--- config.mk ---
export PLATFORM = sky130hd
export DESIGN_NAME = uart_tx_engine
export DESIGN_NICKNAME = d
export VERILOG_FILES = /design/src/rtl/uart_pkg.sv /design/src/rtl/uart_baud_cnt.sv /design/src/rtl/uart_tx_engine.sv
export SDC_FILE = /design/constraint.sdc
export NUM_CORES = 1
export LEC_CHECK = 0
export ABC_CLOCK_PERIOD_IN_PS = 5200
export BUFFER_PORTS_ARGS = -buffer_cell sky130_fd_sc_hd__buf_2
export CAP_MARGIN = 20
export CORE_UTILIZATION = 59
export DETAILED_ROUTE_END_ITERATION = 10
export PLACE_DENSITY = 0.82
export SLEW_MARGIN = 25
export SYNTH_ARGS = -nofsm -noshare
export SYNTH_HDL_FRONTEND = slang
export SYNTH_HIERARCHICAL = 1
export SYNTH_SLANG_ARGS = --single-unit
export TNS_END_PERCENT = 5
--- constraint.sdc ---
create_clock -name clk -period 5.2 [get_ports clk]
set_input_delay 1.04 -clock clk [delete_from_list [all_inputs] [get_ports clk]]
set_output_delay 1.04 -clock clk [all_outputs]
set_load 0.005 [all_outputs]
--- src/rtl/uart_pkg.sv ---
// Shared types for the UART transmit path: FSM states, parity modes and a parity helper.
package uart_pkg;

   typedef enum logic [2:0] {IDLE, START, DATA, PARITY, STOP} tx_state_t;

   typedef enum logic [1:0] {PAR_NONE, PAR_EVEN, PAR_ODD, PAR_RSVD} parity_t;

   // Only even and odd insert a parity bit; the reserved code behaves as none.
   function automatic logic has_parity(input parity_t mode);
      return (mode == PAR_EVEN) || (mode == PAR_ODD);
   endfunction

endpackage

--- src/rtl/uart_baud_cnt.sv ---
// Baud-period counter: counts 0..CLKS_PER_BIT-1 while enabled and flags the last cycle of a bit.
module uart_baud_cnt #(
   parameter int unsigned CLKS_PER_BIT = 16,
   parameter int unsigned CNT_W        = $clog2(CLKS_PER_BIT)
) (
   input  logic clk,
   input  logic reset,
   input  logic clear,
   input  logic en,
   output logic bit_end
);

   logic [CNT_W-1:0] cnt_q;

   assign bit_end = (cnt_q == CNT_W'(CLKS_PER_BIT - 1));

   always_ff @(posedge clk or negedge reset) begin
      if (!reset) begin
         cnt_q <= '0;
      end else if (clear) begin
         cnt_q <= '0;
      end else if (en) begin
         cnt_q <= bit_end ? '0 : cnt_q + 1'b1;
      end
   end

endmodule

--- src/rtl/uart_tx_engine.sv ---
// UART transmitter: valid/ready byte intake, optional parity, one or two stop bits,
// and gap-free back-to-back frames with a registered serial output.
module uart_tx_engine
   import uart_pkg::*;
#(
   parameter int unsigned DATA_W       = 8,
   parameter int unsigned CLKS_PER_BIT = 16,
   parameter int unsigned CNT_W        = $clog2(CLKS_PER_BIT)
) (
   input  logic              clk,
   input  logic              reset,
   input  logic [DATA_W-1:0] tx_data,
   input  logic              tx_valid,
   output logic              tx_ready,
   input  logic [1:0]        parity_mode,
   input  logic              stop2,
   output logic              tx_serial,
   output logic              busy,
   output logic              done
);

   localparam int unsigned BIT_W = $clog2(DATA_W);

   tx_state_t         state_q, state_d;
   logic [DATA_W-1:0] shift_q, shift_d;
   logic [BIT_W-1:0]  bit_cnt_q, bit_cnt_d;
   logic              stop_cnt_q, stop_cnt_d;
   logic              par_en_q, par_bit_q, stop2_q;
   logic              tx_serial_q, tx_serial_d;
   logic              accept, bit_end, last_bit, last_stop, frame_end;

   assign accept    = tx_valid & tx_ready;
   assign last_bit  = (bit_cnt_q == BIT_W'(DATA_W - 1));
   assign last_stop = !stop2_q || stop_cnt_q;
   assign frame_end = (state_q == STOP) && bit_end && last_stop;

   uart_baud_cnt #(
      .CLKS_PER_BIT (CLKS_PER_BIT),
      .CNT_W        (CNT_W)
   ) u_baud_cnt (
      .clk     (clk),
      .reset   (reset),
      .clear   (state_d != state_q),
      .en      (state_q != IDLE),
      .bit_end (bit_end)
   );

   always_ff @(posedge clk or negedge reset) begin
      if (!reset) begin
         state_q <= IDLE;
      end else begin
         state_q <= state_d;
      end
   end

   always_comb begin
      state_d = state_q;
      unique case (state_q)
         IDLE:    if (accept) state_d = START;
         START:   if (bit_end) state_d = DATA;
         DATA:    if (bit_end && last_bit) state_d = par_en_q ? PARITY : STOP;
         PARITY:  if (bit_end) state_d = STOP;
         STOP:    if (frame_end) state_d = accept ? START : IDLE;
         default: state_d = IDLE;
      endcase
   end

   always_comb begin
      tx_ready = (state_q == IDLE) || frame_end;
      done     = frame_end;
      busy     = (state_q != IDLE);
   end

   always_comb begin
      shift_d    = shift_q;
      bit_cnt_d  = bit_cnt_q;
      stop_cnt_d = stop_cnt_q;
      if (accept) begin
         shift_d    = tx_data;
         bit_cnt_d  = '0;
         stop_cnt_d = 1'b0;
      end else if (bit_end && state_q == DATA) begin
         shift_d   = shift_q >> 1;
         bit_cnt_d = bit_cnt_q + 1'b1;
      end else if (bit_end && state_q == STOP) begin
         stop_cnt_d = ~stop_cnt_q;
      end
      // Pin value is computed from next state so the flop presents it on state entry.
      unique case (state_d)
         START:   tx_serial_d = 1'b0;
         DATA:    tx_serial_d = shift_d[0];
         PARITY:  tx_serial_d = par_bit_q;
         default: tx_serial_d = 1'b1;
      endcase
   end

   always_ff @(posedge clk or negedge reset) begin
      if (!reset) begin
         shift_q     <= '0;
         bit_cnt_q   <= '0;
         stop_cnt_q  <= 1'b0;
         par_en_q    <= 1'b0;
         par_bit_q   <= 1'b0;
         stop2_q     <= 1'b0;
         tx_serial_q <= 1'b1;
      end else begin
         shift_q     <= shift_d;
         bit_cnt_q   <= bit_cnt_d;
         stop_cnt_q  <= stop_cnt_d;
         tx_serial_q <= tx_serial_d;
         if (accept) begin
            par_en_q  <= has_parity(parity_t'(parity_mode));
            par_bit_q <= (parity_t'(parity_mode) == PAR_ODD) ? ~^tx_data : ^tx_data;
            stop2_q   <= stop2;
         end
      end
   end

   assign tx_serial = tx_serial_q;

endmodule

==> results of run 1 <==
==> metrics by stage <==
step                hold slack [ns]   util  setup WS, ns  area [um^2]
finish                        0.475  0.687          2.33         1350
detailed placement            0.454  0.673          2.51         1320
floorplan                     0.440      -          2.92         1230
CTS                           0.481  0.687          2.34         1350
global route                  0.507  0.687          2.12         1350
global placement              0.454  0.673          2.53         1320
==> logic make-up after synthesis <==
logic type | Yosys count
AND/OR/NAND/NOR | 49
AO/OA/AOI/OAI | 27
flip-flops | 23
XOR/XNOR | 10
buffers and inverters | 8
multiplexers | 4
adder cells (fa/ha/maj) | 4
==> cell type report <==
class                   count  area [um^2]  area share
clock buffers               4         26.3      0.0195
inverters                   3         11.3     0.00836
multi-input cells          94          614       0.456
flip-flops and latches     23          577       0.428
well taps                  27         33.8      0.0251
repair buffers             17         85.1      0.0631
==> routing by layer <==
layer	vias up	global-route usage	wire (um)
met1	454	0.257	958
met3	3	0.0226	61
met2	19	0.343	999
li1	466	-	-
met5	-	0	0
met4	0	0.0833	28
==> report_power, final <==
group          total (mW)  internal, mW  switching (mW)
Clock              0.0808        0.0300          0.0508
Combinational      0.0725        0.0355          0.0370
Sequential          0.201         0.191         0.00958
==> how the worst max path moves through the flow <==
stage	cells past startpoint	end	slack, ns
4_1_cts	5	tx_ready	2.34
5_1_grt	5	tx_ready	2.12
3_3_place_gp	4	stop2_q	2.53
6_report	5	tx_ready	2.33
2_1_floorplan	5	tx_serial	2.92
3_5_place_dp	4	par_bit_q	2.51
==> tightest hold or removal path, stage by stage (launching register included) <==
cell and delay [ns]:
dfrtp_1 0.36, nand2_1 0.05, nand2_1 0.04
==> flip-flops by register name, summed over array words and instances (netlist names), 3 cells and up <==
name	flops
shift_q	8
u_baud_cnt/cnt_q	4
bit_cnt_q	3
state_q	3
==> layout by cell type (no fill, tap or decap), drive strengths merged, types with 2 or more instances in the layout <==
cell     n
xor2     3
or3b     2
clkbuf   4
a22oi    6
nand2b   5
and3     2
mux2     3
inv      3
xnor2    7
nand2   21
a21oi    6
ha       4
o21ai    8
buf     17
nor2     9
dfrtp   22
or3      3
==> reports/qor.yml, run 1 <==
synth_area_leaders: "dfrtp_1, nand2_1, xnor2_1, ha_1, a22oi_1"
r2r_slack_ns: 2.82
io_buffers: 17
finalPower_uw: 354
hp-class: "register to register"
ys.warnings.count: 6
gr-total-overflow: 0
numCtsBuffers: 3
yosys-top-cells-count: "dfrtp_1, nand2_1, nor2_1"
worstPathBufferInverterCount: 1
crit_path_start_kind: "register"
crit_path_cell_trace: "ha_1 > and3_4 > a21boi_0 > nor3_1 > buf_2"
ys_seq_elements: 23
maxSlewViolCount: 0
cp_data_required_time_ns: 4.16
antenna_cells: 0
syn-num-nets: 143
fin_skew_ns: 0.00541
synth_fa_ha_area_frac: 0.0406
cts_buffer_depth: 2
synth_top_family_by_area: "simple AND/OR/NAND/NOR gates"
fp-row-count: 16
initial_utilization: 0.628
grt_pass1_wl_um: 3170
drtPass1Iterations: 4
netlist_instances: 125
vdd_drop_max_uv: 225
synth_edf_count: 0
wire_per_inst_um: 12.2
dp.cells: 164
power.density_mw_per_mm2: 263
r2r_start: "u_baud_cnt/cnt_q[0]"
finalCritPeriodShare: 0.553
vias: 942
drcViolationCount: 0
cts.sinks: 23
dieArea_mm2: 0.00228
clk_latency_ns: 0.31
cts_resized: 0
hold_end: "shift_q[2]"
min_from: "shift_q[3]"
post-synth-top-count-cell: "dfrtp_1"
die_h_um: 47.7
hold_path_depth: 2
yosysSeqAreaShare: 0.468
period_minus_slack_ns: 2.87
endpoint_kind: "primary output"
fin_setup_tns_ns: 0
setup_viol: 0
synth_ff_type: "dfrtp_1"
critPathSlowestCell: "dfrtp_1"
critPathMaxFanout: 8
hold_viol_final: 0
status: "finished, final reports clean"
instances_no_fill: 168
grt_max_degree: 24
h-tree-depth: 1
cts-root-buf: "clkbuf_4"
slowest_delay_ns: 0.44
r2r_cells: 8
chipWidth_um: 47.7
setup.worst_path.start: "u_baud_cnt/cnt_q[0]"
yosys.area_share.simple: 0.205
pin_count: 18
clk_pin_slew_ns: 0.12
p_leak_nw: 0.621
tritoncts: "built"
nFillCells: 176
synthMuxAreaShare: 0.0355
r2r_end: "u_baud_cnt/cnt_q[1]"
cp_top_family: "flip-flops"
slew_headroom: 0.449
groute.usage.overall: 0.201
tightestPinTransition_ns: 0.823
grt_pass1_vias: 777
core_mm2: 0.00196
maxCapViolations: 0
gp_congestion: 0.704
cts_setup_buffers: 0
critPathKind: "register to primary output"
antenna_left: 0
synth_compound_area_frac: 0.146
drt-total-wl_um: 2050
area_growth_pct: 9.34
fmax_mhz: 348
critPathArrivalTime_ns: 1.83
rsz0062_at_grt: "no"
drt_iter0_markers: 13
async_reset_ff_frac: 1.00
synth_top_area_cell: "dfrtp_1"
nets: 160
holdBufCountCts: 0
grt_antenna_before_repair: 0
synth_top_area_frac: 0.447
vias_per_cell: 5.61
yosysUniqueCellTypes: 39
dp_hpwl_um: 1580
syn_avg_cell_area_um2: 9.86
final_layout_size_suffix_gt1_frac: 0.213
synth_xor_xnor_area_share: 0.0711
syn-cell-area_mm2: 0.00123
No activity file was read; power rests on OpenSTA's default activity.
==> run 2, diff against run 1 <==
--- a/config.mk
+++ b/config.mk
@@ -5,12 +5,13 @@
 export SDC_FILE = /design/constraint.sdc
 export NUM_CORES = 1
 export LEC_CHECK = 0
-export ABC_CLOCK_PERIOD_IN_PS = 5200
+export ABC_AREA = 1
+export ABC_CLOCK_PERIOD_IN_PS = 2300
 export BUFFER_PORTS_ARGS = -buffer_cell sky130_fd_sc_hd__buf_2
 export CAP_MARGIN = 20
-export CORE_UTILIZATION = 59
+export CORE_UTILIZATION = 51
 export DETAILED_ROUTE_END_ITERATION = 10
-export PLACE_DENSITY = 0.82
+export PLACE_DENSITY = 0.75
 export SLEW_MARGIN = 25
 export SYNTH_ARGS = -nofsm -noshare
 export SYNTH_HDL_FRONTEND = slang
==> constraint.sdc (replaced) <==
create_clock -name clk -period 2.3 [get_ports clk]
set_input_delay 0.46 -clock clk [delete_from_list [all_inputs] [get_ports clk]]
set_output_delay 0.46 -clock clk [all_outputs]
set_load 0.005 [all_outputs]
==> reports/qor.yml, run 2 <==
dp_hpwl_um: 2050  # +30%
yosysUniqueCellTypes: 28  # -28%
dpl_cell_area_mm2: 0.00148  # +12%
nFillCells: 231  # +31%
drtPass1Iterations: 4  # unchanged
cp.depth: 6  # +1
syn_avg_cell_area_um2: 7.65  # -22%
area_growth_pct: 12.8
vias_per_cell: 5.30  # -5.5%
vias: 1219  # +29%
syn-cell-area_mm2: 0.00136  # +10%
tritoncts: "built"
pin_count: 18  # unchanged
regArea_um2: 577  # unchanged
top_register: "shift_q"
gr-total-overflow: 0  # unchanged
status: "finished, final reports clean"
crit_path_cell_trace: "ha_1 > nand3_2 > clkinvlp_4 > nand4_4 > nand2_2 > buf_2"
crit_path_end: "tx_ready"
grt_antenna_before_repair: 0  # unchanged
async_reset_ff_frac: 1.00  # unchanged
clkPwrFrac: 0.238  # +0.010
vdd_drop_max_uv: 302  # +35%
p_leak_nw: 0.811  # +31%
h-tree-depth: 1  # unchanged
io_buffers: 17  # unchanged
setup.worst_path.start: "u_baud_cnt/cnt_q[0]"
r2r_cells: 16  # +8
antenna_cells: 0  # unchanged
wire_per_inst_um: 11.8  # -3.1%
fin_setup_tns_ns: 0  # unchanged
nets: 219  # +37%
final_layout_size_suffix_gt1_frac: 0.210  # -0.00277
fp-row-count: 18  # +2
critPathSlowestCell: "dfrtp_1"
die_h_um: 53.7  # +12%
initial_utilization: 0.545  # -0.0836
most-common-layout-cells: "nand2_1, dfrtp_1, nand3_1"
synth_ff_type: "dfrtp_1"
r2r_slack_ns: 0.20  # -2.62 ns
critPathArrivalTime_ns: 1.68  # -0.15 ns
clk_pin_slew_ns: 0.13  # about the same
antenna_left: 0  # unchanged
worstPathBufferInverterCount: 2  # +1
multiInputGateArea_um2: 721  # +17%
gp_congestion: 0.878  # +25%
largest_register_ffs: 8  # unchanged
finalCritPeriodShare: 0.928
fin_skew_ns: 0.00667  # +0.00126 ns
grt_pass1_wl_um: 4500  # +42%
endpoint_kind: "primary output"
core_mm2: 0.00250  # +27%
cp_top_family: "flip-flops"
r2r_end: "u_baud_cnt/cnt_q[3]"
hold_viol_final: 0  # unchanged
hp-class: "primary input to async pin"
period_minus_slack_ns: 2.14
drt-total-wl_um: 2720  # +33%
top_regs: "shift_q (8), u_baud_cnt/cnt_q (4)"
power.share.sequential: 0.565  # -0.002
post-synth-top-count-cell: "nand2_1"
comb_power_share: 0.197  # -0.008
groute.usage.overall: 0.220  # +0.0191
synth_edf_count: 0  # unchanged
ys.warnings.count: 6  # unchanged
p_int_uw: 560  # +120%
cts_buffer_depth: 2  # unchanged
critPathMaxFanout: 5  # -3
fmax_mhz: 468
dieArea_mm2: 0.00288  # +27%
critPathKind: "register to primary output"
maxSlewViolCount: 0  # unchanged
netlist_instances: 178  # +42%
slew_headroom: 0.656  # +0.207
cts.sinks: 23  # unchanged
drt_iter0_markers: 25  # +12
ys_seq_elements: 23  # unchanged
cp_data_required_time_ns: 1.84  # -2.32 ns
setup_viol: 0  # unchanged
chipWidth_um: 53.7  # +12%
netSwitchingFraction: 0.304  # +0.0290
maxCapViolations: 0  # unchanged
r2r_start: "u_baud_cnt/cnt_q[0]"
fin_area_mm2: 0.00154  # +14%
mostFrequentLayoutCell: "nand2_1"
synth_area_leaders: "dfrtp_1, nand2_1, nand3_1, inv_1, ha_1"
syn-num-nets: 196  # +37%
yosys-top-cells-count: "nand2_1, dfrtp_1, nand3_1"
numCtsBuffers: 3  # unchanged
grt_max_degree: 24  # unchanged
power.density_mw_per_mm2: 525  # +100%
slowest_delay_ns: 0.44  # about the same
grt_pass1_vias: 1098  # +41%
tightestPinTransition_ns: 0.516  # -0.307 ns
switchingPower_uw: 245  # +150%
drcViolationCount: 0  # unchanged
yosysSeqAreaShare: 0.424  # -0.0443
cts-root-buf: "clkbuf_4"
crit_path_start_kind: "register"
synth_top_area_cell: "dfrtp_1"
synth_top_area_frac: 0.404  # -0.0423
clk_latency_ns: 0.31  # about the same
-- run 2: cell types whose count changed after synthesis, sizes merged, moves of 5 or more --
| cell | before | now |
|---|---|---|
| inv | 3 | 19 |
| a22oi | 6 | 0 |
| xnor2 | 7 | 2 |
| nand3 | 1 | 21 |
| nand2 | 21 | 74 |
| nand2b | 5 | 0 |
-- run 2: worst min path at each step --
stage	startpoint	slack [ns]	endpoint
after floorplan	reset	0.16	bit_cnt_q[0]
after global placement	reset	0.46	bit_cnt_q[2]
after detailed placement	reset	0.47	stop2_q
after CTS	reset	0.12	stop2_q
after global routing	reset	0.12	stop2_q
final	reset	0.09	stop2_q
-- run 2: cell type report --
cell class	instances	area share
multi-input cells	135	0.469
flip-flops and latches	23	0.376
repair buffers	18	0.0603
inverters	19	0.0489
well taps	30	0.0244
clock buffers	3	0.0147
clock inverters	1	0.00326
repair inverters	1	0.00326
-- run 2: stage by stage --
step           hold slack, ns  power, mW  instances  utilization  setup slack [ns]
2_1_floorplan           0.164      0.565        178            -             0.371
3_3_place_gp            0.459      0.612        224        0.592             0.208
3_5_place_dp            0.471      0.620        224        0.592             0.101
4_1_cts                 0.115      0.807        228        0.603            0.0704
5_1_grt                 0.121      0.855        230        0.614           -0.0303
6_report               0.0922      0.805        230        0.614             0.165
-- run 2: repair_timing --
action                                  4_1_cts  5_1_grt
endpoints found under the setup margin        0        4
hold buffers                                  0        0
hold endpoints to repair                      0        0
gates resized for setup                       0        6
setup buffers                                 0        1
-- run 2: worst reg2reg max path: stages (launching register included) --
cell and delay (ns):
dfrtp_1 0.44, ha_1 0.25, nand3_2 0.13, clkinvlp_4 0.17, nand2_1 0.09, nand2_1 0.05
nand2_1 0.06, nor2_1 0.05, nor2_2 0.16, nand3_1 0.10, nand2_1 0.08, nand3_2 0.12
nor2_4 0.15, nand2_2 0.06, inv_1 0.05, nand2_1 0.04, nand2_1 0.04
-- run 2: routing by layer --
layer | track usage | vias up | wire (um)
li1 | - | 612 | -
met1 | 0.288 | 579 | 1290
met2 | 0.358 | 24 | 1300
met3 | 0.0254 | 4 | 88
met4 | 0.105 | 0 | 34
met5 | 0 | - | 0
-- run 2: power by group through the flow --
stage	clock [mW]	sequential, mW	combinational (mW)
floorplan	0	0.458	0.108
global placement	0	0.460	0.151
detailed placement	0	0.462	0.157
CTS	0.195	0.455	0.158
global route	0.212	0.459	0.184
finish	0.191	0.455	0.159
-- run 2: logic make-up after synthesis --
family / after synthesis / synth area share
fa+ha+maj: 4 / 0.0368
xor+xnor: 5 / 0.0322
flops: 23 / 0.424
buf+inv: 20 / 0.0561
compound gates: 12 / 0.0588
simple gates: 114 / 0.392
==> run 3, diff against run 2 <==
--- a/config.mk
+++ b/config.mk
@@ -7,7 +7,7 @@
 export LEC_CHECK = 0
 export ABC_AREA = 1
 export ABC_CLOCK_PERIOD_IN_PS = 2300
-export BUFFER_PORTS_ARGS = -buffer_cell sky130_fd_sc_hd__buf_2
+export BUFFER_PORTS_ARGS = -buffer_cell sky130_fd_sc_hd__clkbuf_2
 export CAP_MARGIN = 20
 export CORE_UTILIZATION = 51
 export DETAILED_ROUTE_END_ITERATION = 10
==> reports/qor.yml, run 3 (synthesis gave the netlist of run 2 again) <==
drtPass1Iterations: 4  # unchanged
largest_register_ffs: 8  # unchanged
maxCapViolations: 0  # unchanged
finalPower_uw: 797  # -1.1%
gp_congestion: 0.874  # -0.43%
drcViolationCount: 0  # unchanged
clk_latency_ns: 0.30  # about the same
period_minus_slack_ns: 2.13  # -0.00874 ns
vdd_drop_max_uv: 386  # +28%
core_mm2: 0.00250  # unchanged
finalCritPeriodShare: 0.925  # -0.00380
critPathArrivalTime_ns: 2.38  # +0.70 ns
maxSlewViolCount: 0  # unchanged
setup_viol: 0  # unchanged
grt_max_degree: 24  # unchanged
setup.worst_path.start: "u_baud_cnt/cnt_q[0]"
r2r_cells: 14  # -2
antenna_cells: 0  # unchanged
p_leak_nw: 0.811  # about the same
hold_viol_final: 0  # unchanged
fp-row-count: 18  # unchanged
wire_per_inst_um: 11.8  # -0.27%
grt_pass1_vias: 1095  # -0.27%
r2r_start: "u_baud_cnt/cnt_q[0]"
chipWidth_um: 53.7  # unchanged
final_layout_size_suffix_gt1_frac: 0.196  # -0.0140
clk_pin_slew_ns: 0.12  # about the same
slew_headroom: 0.620  # -0.0363
layout_setup_ws_ns: 0.173  # +0.00874 ns
fmax_mhz: 470  # +0.41%
io_buffers: 17  # unchanged
top_register: "shift_q"
critPathMaxFanout: 7  # +2
numCtsBuffers: 3  # unchanged
fin_skew_ns: 0.00548  # -0.00119 ns
cts.sinks: 23  # unchanged
final_util: 0.611  # -0.00350
r2r_slack_ns: 0.17  # -0.03 ns
holdBufCountCts: 0  # unchanged
grt_pass1_wl_um: 4630  # +2.9%
antenna_left: 0  # unchanged
cp_data_required_time_ns: 2.55  # +0.71 ns
initial_utilization: 0.545  # unchanged
grt_antenna_before_repair: 0  # unchanged
cts_buffer_depth: 2  # unchanged
mostFrequentLayoutCell: "nand2_1"
pre_cts_slack_ns: 0.0787  # -0.0220 ns
hp-class: "primary input to async pin"
dp_hpwl_um: 2120  # +3.3%
tightestPinTransition_ns: 0.570  # +0.0545 ns
pin_count: 18  # unchanged
critPathKind: "register to register"
die_h_um: 53.7  # unchanged
nets: 218  # -0.46%
crit_path_start_kind: "register"
endpoint_kind: "register"
power.density_mw_per_mm2: 522  # -0.50%
nFillCells: 233  # +0.87%
vias: 1179  # -3.3%
most-common-layout-cells: "nand2_1, dfrtp_1, nand3_1"
drt-total-wl_um: 2700  # -0.70%
drt_iter0_markers: 33  # +32%
gr-total-overflow: 0  # unchanged
dieArea_mm2: 0.00288  # unchanged
vias_per_cell: 5.15  # -2.9%
cts-root-buf: "clkbuf_4"
tritoncts: "built"
top_regs: "shift_q (8), u_baud_cnt/cnt_q (4)"
area_growth_pct: 12.1
r2r_end: "u_baud_cnt/cnt_q[3]"
h-tree-depth: 1  # unchanged
groute.usage.overall: 0.220  # +0.000596
status: "finished, final reports clean"
## run 3: cell types whose count changed in the layout (fill, tap and decap cells not counted)
cell,before,now
buf_2,17,0
clkbuf_2,0,17
clkbuf_1,0,1
clkinv_2,1,0
clkinvlp_2,1,0
nand2_1,69,70
nand2_2,4,3
## run 3: metal layers
layer,GRT usage,vias to the layer above,share of wire
li1,-,607,-
met1,0.291,550,0.48
met2,0.381,20,0.49
met3,0.0339,2,0.021
met4,0.0395,0,0.0037
met5,0,-,0
## run 3: repair_timing
item                                   in CTS  in global routing
setup endpoints to repair                   0                  6
resized for setup                           0                  5
endpoints found under the hold margin       0                  0
setup buffers                               0                  1
## run 3: worst max-delay path, cell delays in order, from the launching register on
cell        delay (ns)
dfrtp_1           0.44
ha_1              0.26
nand3_2           0.11
clkinvlp_4        0.17
nand3b_1          0.16
nand3_1           0.09
nand2_1           0.17
nand2_1           0.07
o21ai_1           0.10
nand3_2           0.14
nor2_4            0.15
nand2_2           0.06
inv_1             0.05
nand2_1           0.05
nand2_1           0.05
## run 3: layout make-up
class | count | area [um^2] | share of cell area
inverter | 19 | 75.1 | 0.0492
timing repair buffer | 18 | 92.6 | 0.0607
clock buffer | 4 | 26.3 | 0.0172
multi-input combinational | 135 | 718 | 0.470
sequential | 23 | 577 | 0.378
tap | 30 | 37.5 | 0.0246
## run 3: through the flow
step	hold WS (ns)	cells	instance area (um^2)	TNS, ns
2_1_floorplan	0.164	178	1360	0
3_3_place_gp	0.460	224	1480	0
3_5_place_dp	0.470	224	1480	0
4_1_cts	0.151	228	1510	0
5_1_grt	0.162	229	1530	-0.120
6_report	0.130	229	1530	0
## run 3: how the worst max path moves through the flow
| stage | to | slack, ns | cells after the start |
|---|---|---|---|
| after floorplan | u_baud_cnt/cnt_q[1] | 0.37 | 13 |
| after global placement | u_baud_cnt/cnt_q[1] | 0.22 | 10 |
| after detailed placement | u_baud_cnt/cnt_q[1] | 0.08 | 12 |
| after CTS | u_baud_cnt/cnt_q[1] | 0.06 | 12 |
| after global routing | u_baud_cnt/cnt_q[3] | -0.07 | 14 |
| final | u_baud_cnt/cnt_q[3] | 0.17 | 14 |
## run 3: report_power, final
group / total [mW] / leakage, nW / internal, mW / switching (mW)
Combinational: 0.160 / 0.505 / 0.0608 / 0.0993
Sequential: 0.455 / 0.291 / 0.435 / 0.0199
Clock: 0.182 / 0.0150 / 0.0674 / 0.114
Total: 0.797 / 0.811 / 0.563 / 0.234
